### src/rtl/kmeans_centroid_update_pkg.sv
// =============================================================================
// Module  : kmeans_centroid_update_pkg
// Brief   : Shared K-means types, widths and memory-map constants.
// Revision: 1.0 - initial release
// =============================================================================
`default_nettype none

`ifndef IO_BRAM_ADDR_SIZE_BITS_NB
`define IO_BRAM_ADDR_SIZE_BITS_NB 12
`endif
`ifndef IO_BRAM_WORD_SIZE_BITS_NB
`define IO_BRAM_WORD_SIZE_BITS_NB 16
`endif
`ifndef DC_BRAM_ADDR_SIZE_BITS_NB
`define DC_BRAM_ADDR_SIZE_BITS_NB 12
`endif
`ifndef DC_BRAM_WORD_SIZE_BITS_NB
`define DC_BRAM_WORD_SIZE_BITS_NB 16
`endif
`ifndef GPIO_WORD_SIZE_BITS_NB
`define GPIO_WORD_SIZE_BITS_NB 32
`endif

package kmeans_centroid_update_pkg;

    localparam int unsigned IO_ADDR_W = `IO_BRAM_ADDR_SIZE_BITS_NB;
    localparam int unsigned IO_W      = `IO_BRAM_WORD_SIZE_BITS_NB;
    localparam int unsigned DC_ADDR_W = `DC_BRAM_ADDR_SIZE_BITS_NB;
    localparam int unsigned DC_W      = `DC_BRAM_WORD_SIZE_BITS_NB;
    localparam int unsigned GPIO_W    = `GPIO_WORD_SIZE_BITS_NB;

    localparam int unsigned KM_ACC_W       = 32;
    localparam int unsigned KM_POINTS_BASE = 0;
    localparam int unsigned KM_CENT_BASE   = 2048;
    localparam int unsigned KM_ASSIGN_BASE = 0;

    typedef enum logic [3:0] {
        ST_IDLE    = 4'd0,
        ST_CHECK   = 4'd1,
        ST_ASN_RD  = 4'd2,
        ST_ASN_CHK = 4'd3,
        ST_PT_RD   = 4'd4,
        ST_PT_ACC  = 4'd5,
        ST_DIV     = 4'd6,
        ST_WRITE   = 4'd7,
        ST_NEXT    = 4'd8,
        ST_DONE    = 4'd9
    } km_state_e;

endpackage

`default_nettype wire

### src/rtl/kmeans_seq_divider.sv
// =============================================================================
// Module  : kmeans_seq_divider
// Brief   : Signed restoring divider, truncating toward zero, ACC_W+1 latency.
// Revision: 1.0 - initial release
// =============================================================================
`default_nettype none

module kmeans_seq_divider #(
    parameter int unsigned ACC_W = 32,
    parameter int unsigned Q_W   = 16
) (
    input  logic             clk_i,
    input  logic             reset_n_i,
    input  logic             start_i,
    input  logic [ACC_W-1:0] dividend_i,
    input  logic [ACC_W-1:0] divisor_i,
    output logic             done_o,
    output logic [Q_W-1:0]   quotient_o
);

    localparam int unsigned STEP_W = $clog2(ACC_W) + 1;

    logic              busy_q, busy_d;
    logic              neg_q, neg_d;
    logic              done_q, done_d;
    logic [STEP_W-1:0] step_q, step_d;
    logic [ACC_W-1:0]  rem_q, rem_d;
    logic [ACC_W-1:0]  quo_q, quo_d;
    logic [ACC_W-1:0]  dvs_q, dvs_d;
    logic [Q_W-1:0]    res_q, res_d;
    logic [ACC_W:0]    shifted;
    logic [ACC_W:0]    trial;
    logic [ACC_W-1:0]  quo_step;

    // Operands are reduced to magnitudes; the sign is restored on the final step.
    always_comb begin
        busy_d   = busy_q;
        neg_d    = neg_q;
        done_d   = 1'b0;
        step_d   = step_q;
        rem_d    = rem_q;
        quo_d    = quo_q;
        dvs_d    = dvs_q;
        res_d    = res_q;
        shifted  = {rem_q, quo_q[ACC_W-1]};
        trial    = shifted - {1'b0, dvs_q};
        quo_step = {quo_q[ACC_W-2:0], ~trial[ACC_W]};
        if (start_i) begin
            busy_d = 1'b1;
            step_d = '0;
            rem_d  = '0;
            quo_d  = dividend_i[ACC_W-1] ? -dividend_i : dividend_i;
            dvs_d  = divisor_i[ACC_W-1]  ? -divisor_i  : divisor_i;
            neg_d  = dividend_i[ACC_W-1] ^ divisor_i[ACC_W-1];
        end else if (busy_q) begin
            rem_d  = trial[ACC_W] ? shifted[ACC_W-1:0] : trial[ACC_W-1:0];
            quo_d  = quo_step;
            step_d = step_q + STEP_W'(1);
            if (step_q == STEP_W'(ACC_W - 1)) begin
                busy_d = 1'b0;
                done_d = 1'b1;
                res_d  = neg_q ? Q_W'(-quo_step) : Q_W'(quo_step);
            end
        end
    end

    always_ff @(posedge clk_i or negedge reset_n_i) begin
        if (!reset_n_i) begin
            busy_q <= 1'b0;
            neg_q  <= 1'b0;
            done_q <= 1'b0;
            step_q <= '0;
            rem_q  <= '0;
            quo_q  <= '0;
            dvs_q  <= '0;
            res_q  <= '0;
        end else begin
            busy_q <= busy_d;
            neg_q  <= neg_d;
            done_q <= done_d;
            step_q <= step_d;
            rem_q  <= rem_d;
            quo_q  <= quo_d;
            dvs_q  <= dvs_d;
            res_q  <= res_d;
        end
    end

    assign done_o     = done_q;
    assign quotient_o = res_q;

endmodule

`default_nettype wire

### src/rtl/kmeans_centroid_update.sv
// =============================================================================
// Module  : kmeans_centroid_update
// Brief   : Recomputes each centroid as the per-dimension mean of its points.
// Revision: 1.0 - initial release
// =============================================================================
`default_nettype none

module kmeans_centroid_update
    import kmeans_centroid_update_pkg::*;
#(
    parameter int unsigned POINTS_BASE = KM_POINTS_BASE,
    parameter int unsigned CENT_BASE   = KM_CENT_BASE,
    parameter int unsigned ASSIGN_BASE = KM_ASSIGN_BASE,
    parameter int unsigned ACC_W       = KM_ACC_W
) (
    input  logic                 clk_i,
    input  logic                 reset_n_i,
    input  logic                 start_i,
    output logic                 ready_o,
    output logic                 err_o,
    output logic [IO_ADDR_W-1:0] IO_BRAM_addr_o,
    output logic [IO_W-1:0]      IO_BRAM_dout_o,
    input  logic [IO_W-1:0]      IO_BRAM_din_i,
    output logic                 IO_BRAM_we_o,
    output logic [DC_ADDR_W-1:0] DC_BRAM_addr_o,
    input  logic [DC_W-1:0]      DC_BRAM_din_i,
    input  logic [GPIO_W-1:0]    Num_Vals_i,
    input  logic [GPIO_W-1:0]    Num_Clusters_i,
    input  logic [GPIO_W-1:0]    Num_Dims_i
);

    km_state_e            state_q, state_d;
    logic                 err_q, err_d;
    logic [GPIO_W-1:0]    n_q, n_d, k_q, k_d, dims_q, dims_d;
    logic [GPIO_W-1:0]    c_q, c_d, d_q, d_d, p_q, p_d, cnt_q, cnt_d;
    logic [ACC_W-1:0]     acc_q, acc_d;
    logic [IO_ADDR_W-1:0] pt_ptr_q, pt_ptr_d, cent_ptr_q, cent_ptr_d;
    logic [IO_ADDR_W-1:0] io_addr_q, io_addr_d;
    logic [IO_W-1:0]      io_dout_q, io_dout_d;
    logic                 io_we_q, io_we_d;
    logic [DC_ADDR_W-1:0] dc_addr_q, dc_addr_d;
    logic [GPIO_W-1:0]    asn;
    logic                 advance;
    logic                 div_start, div_done;
    logic [IO_W-1:0]      div_quot;

    kmeans_seq_divider #(
        .ACC_W(ACC_W),
        .Q_W  (IO_W)
    ) u_div (
        .clk_i     (clk_i),
        .reset_n_i (reset_n_i),
        .start_i   (div_start),
        .dividend_i(acc_q),
        .divisor_i (ACC_W'(cnt_q)),
        .done_o    (div_done),
        .quotient_o(div_quot)
    );

    always_comb begin
        state_d    = state_q;
        err_d      = err_q;
        n_d        = n_q;
        k_d        = k_q;
        dims_d     = dims_q;
        c_d        = c_q;
        d_d        = d_q;
        p_d        = p_q;
        cnt_d      = cnt_q;
        acc_d      = acc_q;
        pt_ptr_d   = pt_ptr_q;
        cent_ptr_d = cent_ptr_q;
        io_addr_d  = io_addr_q;
        io_dout_d  = io_dout_q;
        io_we_d    = 1'b0;
        dc_addr_d  = dc_addr_q;
        advance    = 1'b0;
        div_start  = 1'b0;
        asn        = GPIO_W'(DC_BRAM_din_i);

        case (state_q)
            ST_IDLE: begin
                if (start_i) begin
                    n_d     = Num_Vals_i;
                    k_d     = Num_Clusters_i;
                    dims_d  = Num_Dims_i;
                    err_d   = 1'b0;
                    state_d = ST_CHECK;
                end
            end
            ST_CHECK: begin
                if (n_q == '0 || k_q == '0 || dims_q == '0) begin
                    err_d   = 1'b1;
                    state_d = ST_DONE;
                end else begin
                    c_d        = '0;
                    d_d        = '0;
                    p_d        = '0;
                    cnt_d      = '0;
                    acc_d      = '0;
                    pt_ptr_d   = IO_ADDR_W'(POINTS_BASE);
                    cent_ptr_d = IO_ADDR_W'(CENT_BASE);
                    dc_addr_d  = DC_ADDR_W'(ASSIGN_BASE);
                    state_d    = ST_ASN_RD;
                end
            end
            ST_ASN_RD:  state_d = ST_ASN_CHK;
            ST_ASN_CHK: begin
                if (asn >= k_q) begin
                    err_d   = 1'b1;
                    state_d = ST_NEXT;
                end else if (asn == c_q) begin
                    io_addr_d = pt_ptr_q;
                    state_d   = ST_PT_RD;
                end else begin
                    state_d = ST_NEXT;
                end
            end
            ST_PT_RD:  state_d = ST_PT_ACC;
            ST_PT_ACC: begin
                acc_d   = acc_q + {{(ACC_W-IO_W){IO_BRAM_din_i[IO_W-1]}}, IO_BRAM_din_i};
                cnt_d   = cnt_q + 1;
                state_d = ST_NEXT;
            end
            ST_NEXT: begin
                if (p_q == n_q - 1) begin
                    if (cnt_q != '0) begin
                        div_start = 1'b1;
                        state_d   = ST_DIV;
                    end else begin
                        advance = 1'b1;
                    end
                end else begin
                    p_d       = p_q + 1;
                    pt_ptr_d  = pt_ptr_q + IO_ADDR_W'(dims_q);
                    dc_addr_d = dc_addr_q + DC_ADDR_W'(1);
                    state_d   = ST_ASN_RD;
                end
            end
            ST_DIV: begin
                if (div_done) begin
                    io_addr_d = cent_ptr_q;
                    io_dout_d = div_quot;
                    io_we_d   = 1'b1;
                    state_d   = ST_WRITE;
                end
            end
            ST_WRITE: advance = 1'b1;
            ST_DONE:  state_d = ST_IDLE;
            default:  state_d = ST_IDLE;
        endcase

        // Step to the next (c,d) pair; the centroid pointer moves even when no write happened.
        if (advance) begin
            cent_ptr_d = cent_ptr_q + IO_ADDR_W'(1);
            p_d        = '0;
            cnt_d      = '0;
            acc_d      = '0;
            dc_addr_d  = DC_ADDR_W'(ASSIGN_BASE);
            state_d    = ST_ASN_RD;
            if (d_q == dims_q - 1) begin
                d_d      = '0;
                pt_ptr_d = IO_ADDR_W'(POINTS_BASE);
                if (c_q == k_q - 1) begin
                    state_d = ST_DONE;
                end else begin
                    c_d = c_q + 1;
                end
            end else begin
                d_d      = d_q + 1;
                pt_ptr_d = IO_ADDR_W'(POINTS_BASE) + IO_ADDR_W'(d_q + 1);
            end
        end
    end

    always_ff @(posedge clk_i or negedge reset_n_i) begin
        if (!reset_n_i) begin
            state_q    <= ST_IDLE;
            err_q      <= 1'b0;
            n_q        <= '0;
            k_q        <= '0;
            dims_q     <= '0;
            c_q        <= '0;
            d_q        <= '0;
            p_q        <= '0;
            cnt_q      <= '0;
            acc_q      <= '0;
            pt_ptr_q   <= '0;
            cent_ptr_q <= '0;
            io_addr_q  <= '0;
            io_dout_q  <= '0;
            io_we_q    <= 1'b0;
            dc_addr_q  <= '0;
        end else begin
            state_q    <= state_d;
            err_q      <= err_d;
            n_q        <= n_d;
            k_q        <= k_d;
            dims_q     <= dims_d;
            c_q        <= c_d;
            d_q        <= d_d;
            p_q        <= p_d;
            cnt_q      <= cnt_d;
            acc_q      <= acc_d;
            pt_ptr_q   <= pt_ptr_d;
            cent_ptr_q <= cent_ptr_d;
            io_addr_q  <= io_addr_d;
            io_dout_q  <= io_dout_d;
            io_we_q    <= io_we_d;
            dc_addr_q  <= dc_addr_d;
        end
    end

    assign ready_o        = (state_q == ST_IDLE);
    assign err_o          = err_q;
    assign IO_BRAM_addr_o = io_addr_q;
    assign IO_BRAM_dout_o = io_dout_q;
    assign IO_BRAM_we_o   = io_we_q;
    assign DC_BRAM_addr_o = dc_addr_q;

endmodule

`default_nettype wire

### config.mk
export PLATFORM = sky130hd
export DESIGN_NAME = kmeans_centroid_update
export DESIGN_NICKNAME = d
export VERILOG_FILES = /design/src/rtl/kmeans_centroid_update_pkg.sv /design/src/rtl/kmeans_seq_divider.sv /design/src/rtl/kmeans_centroid_update.sv
export SDC_FILE = /design/constraint.sdc
export NUM_CORES = 1
export LEC_CHECK = 0
export ABC_CLOCK_PERIOD_IN_PS = 6600
export CORE_MARGIN = 4
export CORE_UTILIZATION = 40
export DETAILED_ROUTE_END_ITERATION = 10
export PLACE_DENSITY = 0.66
export SKIP_CTS_REPAIR_TIMING = 1
export SLEW_MARGIN = 20
export SYNTH_ARGS = -nofsm -noshare
export SYNTH_HDL_FRONTEND = slang
export SYNTH_SLANG_ARGS = --single-unit
### constraint.sdc
create_clock -name clk_i -period 6.6 [get_ports clk_i]
set_input_delay 1.32 -clock clk_i [delete_from_list [all_inputs] [get_ports clk_i]]
set_output_delay 1.32 -clock clk_i [all_outputs]
set_load 0.01 [all_outputs]
==> results of run 1 <==
## layout by cell type, fill, tap and decap left out, types with 66 or more instances in the layout
master,instances
sky130_fd_sc_hd__dfrtp_1,446
sky130_fd_sc_hd__nand2_1,325
sky130_fd_sc_hd__nor2_1,210
sky130_fd_sc_hd__o21ai_0,181
sky130_fd_sc_hd__a21oi_1,176
sky130_fd_sc_hd__xnor2_1,175
sky130_fd_sc_hd__clkdlybuf4s50_1,172
sky130_fd_sc_hd__xor2_1,130
sky130_fd_sc_hd__mux2_2,130
sky130_fd_sc_hd__inv_1,111
sky130_fd_sc_hd__nand3_1,109
sky130_fd_sc_hd__ha_1,104
sky130_fd_sc_hd__nor3_1,91
sky130_fd_sc_hd__mux2i_1,66
## tightest hold or removal path, stage by stage, from the launching register on
cell	delay, ns
sky130_fd_sc_hd__dfrtp_1	0.35
sky130_fd_sc_hd__nand2_1	0.05
sky130_fd_sc_hd__nand2_1	0.06
## cells in the mapped netlist, drive strengths merged (11+ instances only)
library cell  instances  area share, %
nand4                56            1.2
o31a                 18           0.54
nor3                 95            1.7
ha                  104            4.4
dfrtp               447             38
mux2                130            5.0
o211a                13           0.44
inv                 111            1.4
buf                  57            1.0
clkbuf              124            1.6
nand2               326            4.2
nor2b                33           0.70
o211ai               37           0.94
a21o                 53            1.4
mux2i                66            2.2
a211oi               25           0.64
nand3               110            1.9
o41ai                14           0.42
o21a                 20           0.51
or2                  13           0.28
nor3b                11           0.28
and4                 23           0.68
or4                  48            1.3
a22o                 20           0.60
o31ai                46            1.2
xnor2               176            5.2
or3                  35           0.74
xor2                130            3.9
o21ai               183            3.1
nor2                210            2.7
nand2b               44           0.96
nor4                 64            1.4
a21oi               177            3.0
and2                 19           0.40
a31oi                46           0.98
and3                 61            1.3
## routing by layer
metal  global-route usage (%)  up-vias  wire (um)  part of all wire (%)
li1                         -    12070          -                     -
met1                    26.95    11930      35450                    46
met2                    31.70      499      36270                    47
met3                    2.692      100       3412                   4.5
met4                    4.263        0       1510                   2.0
met5                        0        -          0                     0
## path summary, 6_finish.rpt
| check | startpoint | to | slack, ns | cells past startpoint |
|---|---|---|---|---|
| min | err_o | err_o | 0.50 | 2 |
| max reg2reg | n_q[2] | d_q[27] | 1.37 | 11 |
| max in group asynchronous | reset_n_i | dims_q[7] | 4.51 | 2 |
| min reg2reg | err_o | err_o | 0.50 | 2 |
| min in group asynchronous | reset_n_i | IO_BRAM_we_o | 0.68 | 1 |
| max | n_q[2] | d_q[27] | 1.37 | 11 |
## registers in the layout, summed over array words and instances (netlist names), 4 cells and up
signal / count
u_div.rem_q: 32
n_q: 32
u_div.quotient_o: 16
cent_ptr_q: 12
IO_BRAM_dout_o: 16
k_q: 32
pt_ptr_q: 12
u_div.step_q: 6
DC_BRAM_addr_o: 12
u_div.quo_q: 32
acc_q: 32
d_q: 32
state_q: 4
u_div.dvs_q: 32
IO_BRAM_addr_o: 12
p_q: 32
dims_q: 32
cnt_q: 32
c_q: 32
## per-stage QoR
step / std cells / cell area, sq um / hold slack (ns) / worst slack [ns]
final: 4353 / 33980 / 0.4989 / 1.371
after CTS: 4353 / 33980 / 0.4979 / 1.452
after floorplan: 3271 / 29430 / 0.4375 / 1.999
after global placement: 4257 / 31960 / 0.4806 / 1.448
after global routing: 4353 / 33980 / 0.5125 / 0.9835
after detailed placement: 4257 / 31960 / 0.4687 / 1.490
## logic make-up (layout without fill, tap and decap cells)
family                   Yosys count  count (layout)  synth area share, %
XOR/XNOR                         306             306                9.108
AND/OR/NAND/NOR                 1181            1181                20.60
adder cells (fa/ha/maj)          107             107                4.626
AO/OA/AOI/OAI                    742             742                16.43
multiplexers                     196             196                7.220
flip-flops                       447             447                38.01
buffers and inverters            292             415                4.009
## power breakdown
group	internal (mW)	total, mW	switching, mW
clock	2.14	3.37	1.23
sequential	3.08	3.69	0.606
combinational	1.20	2.63	1.43
## final cells by class
cell class | count | area (sq um) | share of cell area, %
Clock buffer | 68 | 1451 | 4.272
Clock inverter | 28 | 565.5 | 1.665
Inverter | 111 | 416.7 | 1.226
Multi-Input combinational cell | 2532 | 17130 | 50.41
Sequential cell | 447 | 11190 | 32.93
Tap cell | 959 | 1200 | 3.532
Timing Repair Buffer | 208 | 2024 | 5.958
==> summary by stage, run 1 <==
Status
The run finished with clean final reports.

GRT
The largest net degree at the start of global routing is 139. The initial antenna violation count came to 0. The overall routing resource usage is 19.21%. The total global routing overflow is 0. The first global-routing pass estimated 125800 um of wire. The via count of the first global-routing pass is 23370.

Setup path
The kind of start point of the critical path is a flip-flop. The cell type of the slowest stage on the worst timing path is sky130_fd_sc_hd__nor4_1. In this design, the critical path's most frequently occurring cell is sky130_fd_sc_hd__nor4_1.

Walking the worst path, the cells encountered are nor4_1 > nand2_1 > or4b_2 > o211a_1 > nor4_1 > and4_1 > nand4_1 > a21oi_2 > buf_4 > a41oi_1 > a31oi_1. The nature of the critical path endpoint is a flip-flop. The buffering stage count on the worst path with inverters included is 1. The setup path with the least slack is of type flip-flop to flip-flop. The required time of the worst setup path is 7.08 ns. The family with the most delay on the worst path is simple AND/OR/NAND/NOR gates. Along the worst path, the maximum fanout reaches 20. On the worst path, the slowest cell contributes a delay of 0.88 ns.

At the worst endpoint, the arrival time is 5.71 ns.

STA
The number of failing hold endpoints at the final stage is 0. The tightest slew margin relative to the limit is 30.25%. The minimum clock period after layout is 5.229 ns. Setup repair after global routing left no endpoint under its margin. The portion of the clock cycle consumed by the worst path in the final layout is 79.23%.

The number of max-slew violations in the final report is 0. The final setup violation count is 0. The worst-margin pin slew is 1.046 ns.

The maximum clock skew at final layout is 0.04007 ns. The total negative slack is 0 ns. For this run, the top clock speed supported by timing is 191.2 MHz.

Detailed routing
The DRC violation total after the first TritonRoute iteration is 1692. The post-route DRC violation count is 0. The detail-routed net length per standard cell is 17.61 um. The number of nets with antenna violations after detailed routing is 0. The total via count in the routed design is 24600. The pre-antenna-repair detailed-routing pass consisted of 6 iterations. The number of vias per cell is 5.652. The final layout contains routed wiring with a total length of 76640 um.

CTS
The maximum clock insertion buffer count is 3. The cell at the root of the clock tree is sky130_fd_sc_hd__clkbuf_16. TritonCTS built the clock tree. The clock slew seen by the registers of the worst setup and hold paths is 0.06 ns.

The H-tree depth is 2. The number of sinks on the clock net is 447. Clock latency on the worst-skew pair, taken at its later pin, is 0.62 ns. Counting the buffers created by CTS gives 51.

Floorplan
For this configuration, the core starts out at a cell density of 40.33%. The vertical die dimension is 279.2 um. For this design the top-level I/O count stands at 174.

The core footprint is 0.07296 sq mm. From left edge to right edge, the die measures 279.2 um. The die area is 0.07797 sq mm. The placement row count is 99.

Power and ir drop
Across the VDD grid, the largest voltage drop is 0.0002474 V. For this design the static power due to leakage is 14.88 nW. The total power is 9.685 mW.

The ratio of total power to cell area is 285.1 mW/mm^2.

Layout
The count of antenna diodes in the layout is 0. In the final layout, the share of cells above drive strength 1 is 8.780%. The fraction of the core area covered by cells at the end of the flow is 46.57%.

The final layout contains 3589 nets. The layout has 6954 filler cells. Compared with the post-synthesis result, the final layout area differs by 15.46%.

Logic synthesis
For this run, the register share of the synthesized area comes to 38.01%. Counting flops and latches in the post-synthesis netlist gives 447. The post-synthesis cell area is 0.02943 sq mm. The count of cell types in the netlist is 84. Of all flip-flops after synthesis, the portion carrying an async set or reset was 100.0%. Counting every instance in the synthesized netlist gives 3271. Dividing the synthesized area by the synthesized cell count gives 8.996 sq um. The most used flip-flop cell after synthesis is sky130_fd_sc_hd__dfrtp_1.

During synthesis, Yosys emitted a total of 0 warnings. The number of nets handed over by synthesis was 3509. In this run, synthesis inferred 0 flip-flops with an integrated enable.

Placed design
The count of buffers added on input and output ports is 173. Detailed placement ended at an HPWL of 55220 um. Routability-driven placement finished with a final weighted congestion of 0.9281.

Worst hold path
The worst min-delay path class is flip-flop to flip-flop.

Run
Across the run, the number of max-cap violations was 0.
(Power assumes the default switching activity.)
==> run 2: changes to the inputs <==
--- a/config.mk
+++ b/config.mk
@@ -5,11 +5,11 @@
 export SDC_FILE = /design/constraint.sdc
 export NUM_CORES = 1
 export LEC_CHECK = 0
-export ABC_CLOCK_PERIOD_IN_PS = 6600
+export ABC_CLOCK_PERIOD_IN_PS = 4200
 export CORE_MARGIN = 4
 export CORE_UTILIZATION = 40
 export DETAILED_ROUTE_END_ITERATION = 10
-export PLACE_DENSITY = 0.66
+export PLACE_DENSITY = 0.68
 export SKIP_CTS_REPAIR_TIMING = 1
 export SLEW_MARGIN = 20
 export SYNTH_ARGS = -nofsm -noshare
==> constraint.sdc (replaced) <==
create_clock -name clk_i -period 4.2 [get_ports clk_i]
set_input_delay 0.84 -clock clk_i [delete_from_list [all_inputs] [get_ports clk_i]]
set_output_delay 0.84 -clock clk_i [all_outputs]
set_load 0.01 [all_outputs]
==> summary by stage, run 2 (synthesis gave the netlist of run 1 again) <==
Placed design
The HPWL after detailed placement is 57200 um. The congestion estimate from routability-driven global placement came to 0.9177. The number of port buffers is 173. The pre-CTS setup slack is -0.2067 ns. The total cell area at the placement stage is 0.03291 sq mm.

Layout
The repair_antennas step left the layout with diodes totalling 0. Registers take 0.01119 sq mm. Leaving out fill and tap cells, the most frequent cells in the layout are sky130_fd_sc_hd__dfrtp_1, sky130_fd_sc_hd__nand2_1, sky130_fd_sc_hd__nor2_1. The area of all placed cells without fillers is 0.03501 sq mm.

Fill cells in the final layout number 6799. Of the cells placed in the final design, the portion with a size suffix greater than 1 is 12.24%. The library cell used most frequently in the layout, excluding fill and tap cells, is sky130_fd_sc_hd__dfrtp_1. The growth of design area from synthesis to finish is 18.97%. The footprint of the multi-input gates is 0.01729 sq mm. At the end of the flow, the number of nets in the layout was 3700.

STA
Setup violations remaining at the end of the flow were counted as 0. The maximum clock skew at final layout is 0.04663 ns. The routed design could run at a clock period as short as 4.050 ns. The worst pin sits at a relative slew slack of 30.22%. The number of max-slew violations in the final report is 0. The portion of the clock cycle consumed by the worst path in the final layout is 96.43%. The maximum clock frequency is 246.9 MHz. The worst-margin pin slew is 1.047 ns. The number of failing hold endpoints at the final stage came to 0. Across all setup checks in the final design, the least slack found is 0.1500 ns.

Detailed routing
The post-route DRC violation count is 0. For this block, the initial DRC count from the detailed router was 1580. Using the TritonRoute via totals, the vias-per-cell ratio works out to 5.626.

Dividing the detail-routed wire length by the instance count gives 17.48 um. For this run, the detailed router's first-pass iteration total came to 8. The detailed router placed 25110 vias in this run. The number of nets with antenna violations after detailed routing is 0. For this block, the routed nets add up to 78040 um of wire.

Setup path
The worst setup path is of the flip-flop to flip-flop kind. STA puts the critical path data required time at 4.65 ns. The critical-path maximum fanout is 5. The maximum single-stage delay on the critical path is 0.54 ns. The cell type of the slowest stage on the worst timing path is sky130_fd_sc_hd__or4_4. The nature of the critical path endpoint is a flip-flop. The signal on the critical path passes through or4_4 > or4b_4 > or3_4 > nand2b_4 > or4_4 > nor3_4 > and4_4 > buf_4 > o211ai_1 > buf_4 > clkbuf_16 > o311ai_4 > o41ai_2.

The data arrival time of the critical path is 4.50 ns. The worst setup path is launched from a flip-flop.

GRT
met2 is the most crowded layer. The met1 routing resource usage after global routing is 26.14%. The met2 global-route usage is 32.96%. The total global routing overflow is 0. Entering global routing, the biggest net connects 104 pins.

The first global-routing pass estimated 127500 um of wire. The initial antenna violation count was 0. The via count of the first global-routing pass is 24540. The global routing usage on met3 is 2.634%. The overall routing resource usage is 19.47%.

Power and ir drop
The total power is 15.29 mW. The maximum VDD drop is 0.0003251 V. The analysis attributes to cell leakage a power of 15.45 nW. For this design the ratio of total power to cell area is 436.8 mW/mm^2.

Floorplan
For this design the top-level I/O count stands at 174. The overall die width is 279.2 um. In this run the standard cell core region covers 0.07296 sq mm. The die area is 0.07797 sq mm. The floorplan step set the die height to 279.2 um. The initial utilization of the core area, before any placement, comes to 40.33%. The placement row count is 99.

Run
The total of max-cap violations is 0.

CTS
TritonCTS built the clock tree. The maximum clock insertion buffer count is 3. At the later pin of the worst-skew pair, clock insertion delay measures 0.63 ns. The tree is rooted in a sky130_fd_sc_hd__clkbuf_16. Clock-pin slew was measured on the worst setup and hold paths at 0.06 ns. The total CTS buffers is 54. For this design, the sink count on the clock tree is 447. The H-tree was split into 2 levels.

Status
The run finished with clean final reports.

Worst hold path
In this run the worst hold path is classified as input port to async pin.
-- run 2: per-layer routing --
layer	wire (um)	part of all wire [%]	vias to the layer above
met5	0	0	-
met3	3160	4.0	121
met1	35330	45	12190
li1	-	-	12300
met4	2073	2.7	0
met2	37480	48	497
-- run 2: layout make-up --
cell class | count | share of cell area [%]
well taps | 959 | 3.427
multi-input cells | 2532 | 49.40
inverters | 111 | 1.190
clock buffers | 76 | 4.442
clock inverters | 23 | 0.9435
flip-flops and latches | 447 | 31.96
repair buffers | 316 | 8.635
-- run 2: path summary, 6_finish.rpt --
path,start,end,slack (ns),depth (start not counted)
setup / recovery,cnt_q[9],c_q[6],0.15,13
hold / removal,reset_n_i,u_div.quo_q[10],0.13,1
setup reg to reg,cnt_q[9],c_q[6],0.15,13
hold reg to reg,err_o,err_o,0.48,2
max in group asynchronous,reset_n_i,k_q[4],3.08,2
min in group clk_i,err_o,err_o,0.48,2
-- run 2: report_power, final --
part           internal [mW]  leakage (nW)  switching (mW)  total [mW]
clock network           2.96         0.906            1.95        4.90
registers               4.85          6.02           0.768        5.61
logic                   2.24          8.53            2.54        4.77
-- run 2: per-stage QoR --
| step | setup TNS [ns] | std cells | utilization, % | hold WS [ns] |
|---|---|---|---|---|
| after detailed placement | -1.183 | 4360 | 45.10 | 0.4757 |
| final | 0 | 4464 | 47.98 | 0.1309 |
| after global routing | -0.09164 | 4464 | 47.98 | 0.1446 |
| after global placement | -0.5901 | 4360 | 45.10 | 0.4783 |
| after floorplan | 0 | 3271 | - | 0.4375 |
| after CTS | -0.8262 | 4459 | 47.69 | 0.1137 |
-- run 2: critical path: cells and delay by family, from the launching register on --
family / cells / cell delay (ns)
AND/OR/NAND/NOR: 7 / 2.59
AO/OA/AOI/OAI: 3 / 0.42
buffers and inverters: 3 / 0.49
flip-flops: 1 / 0.38
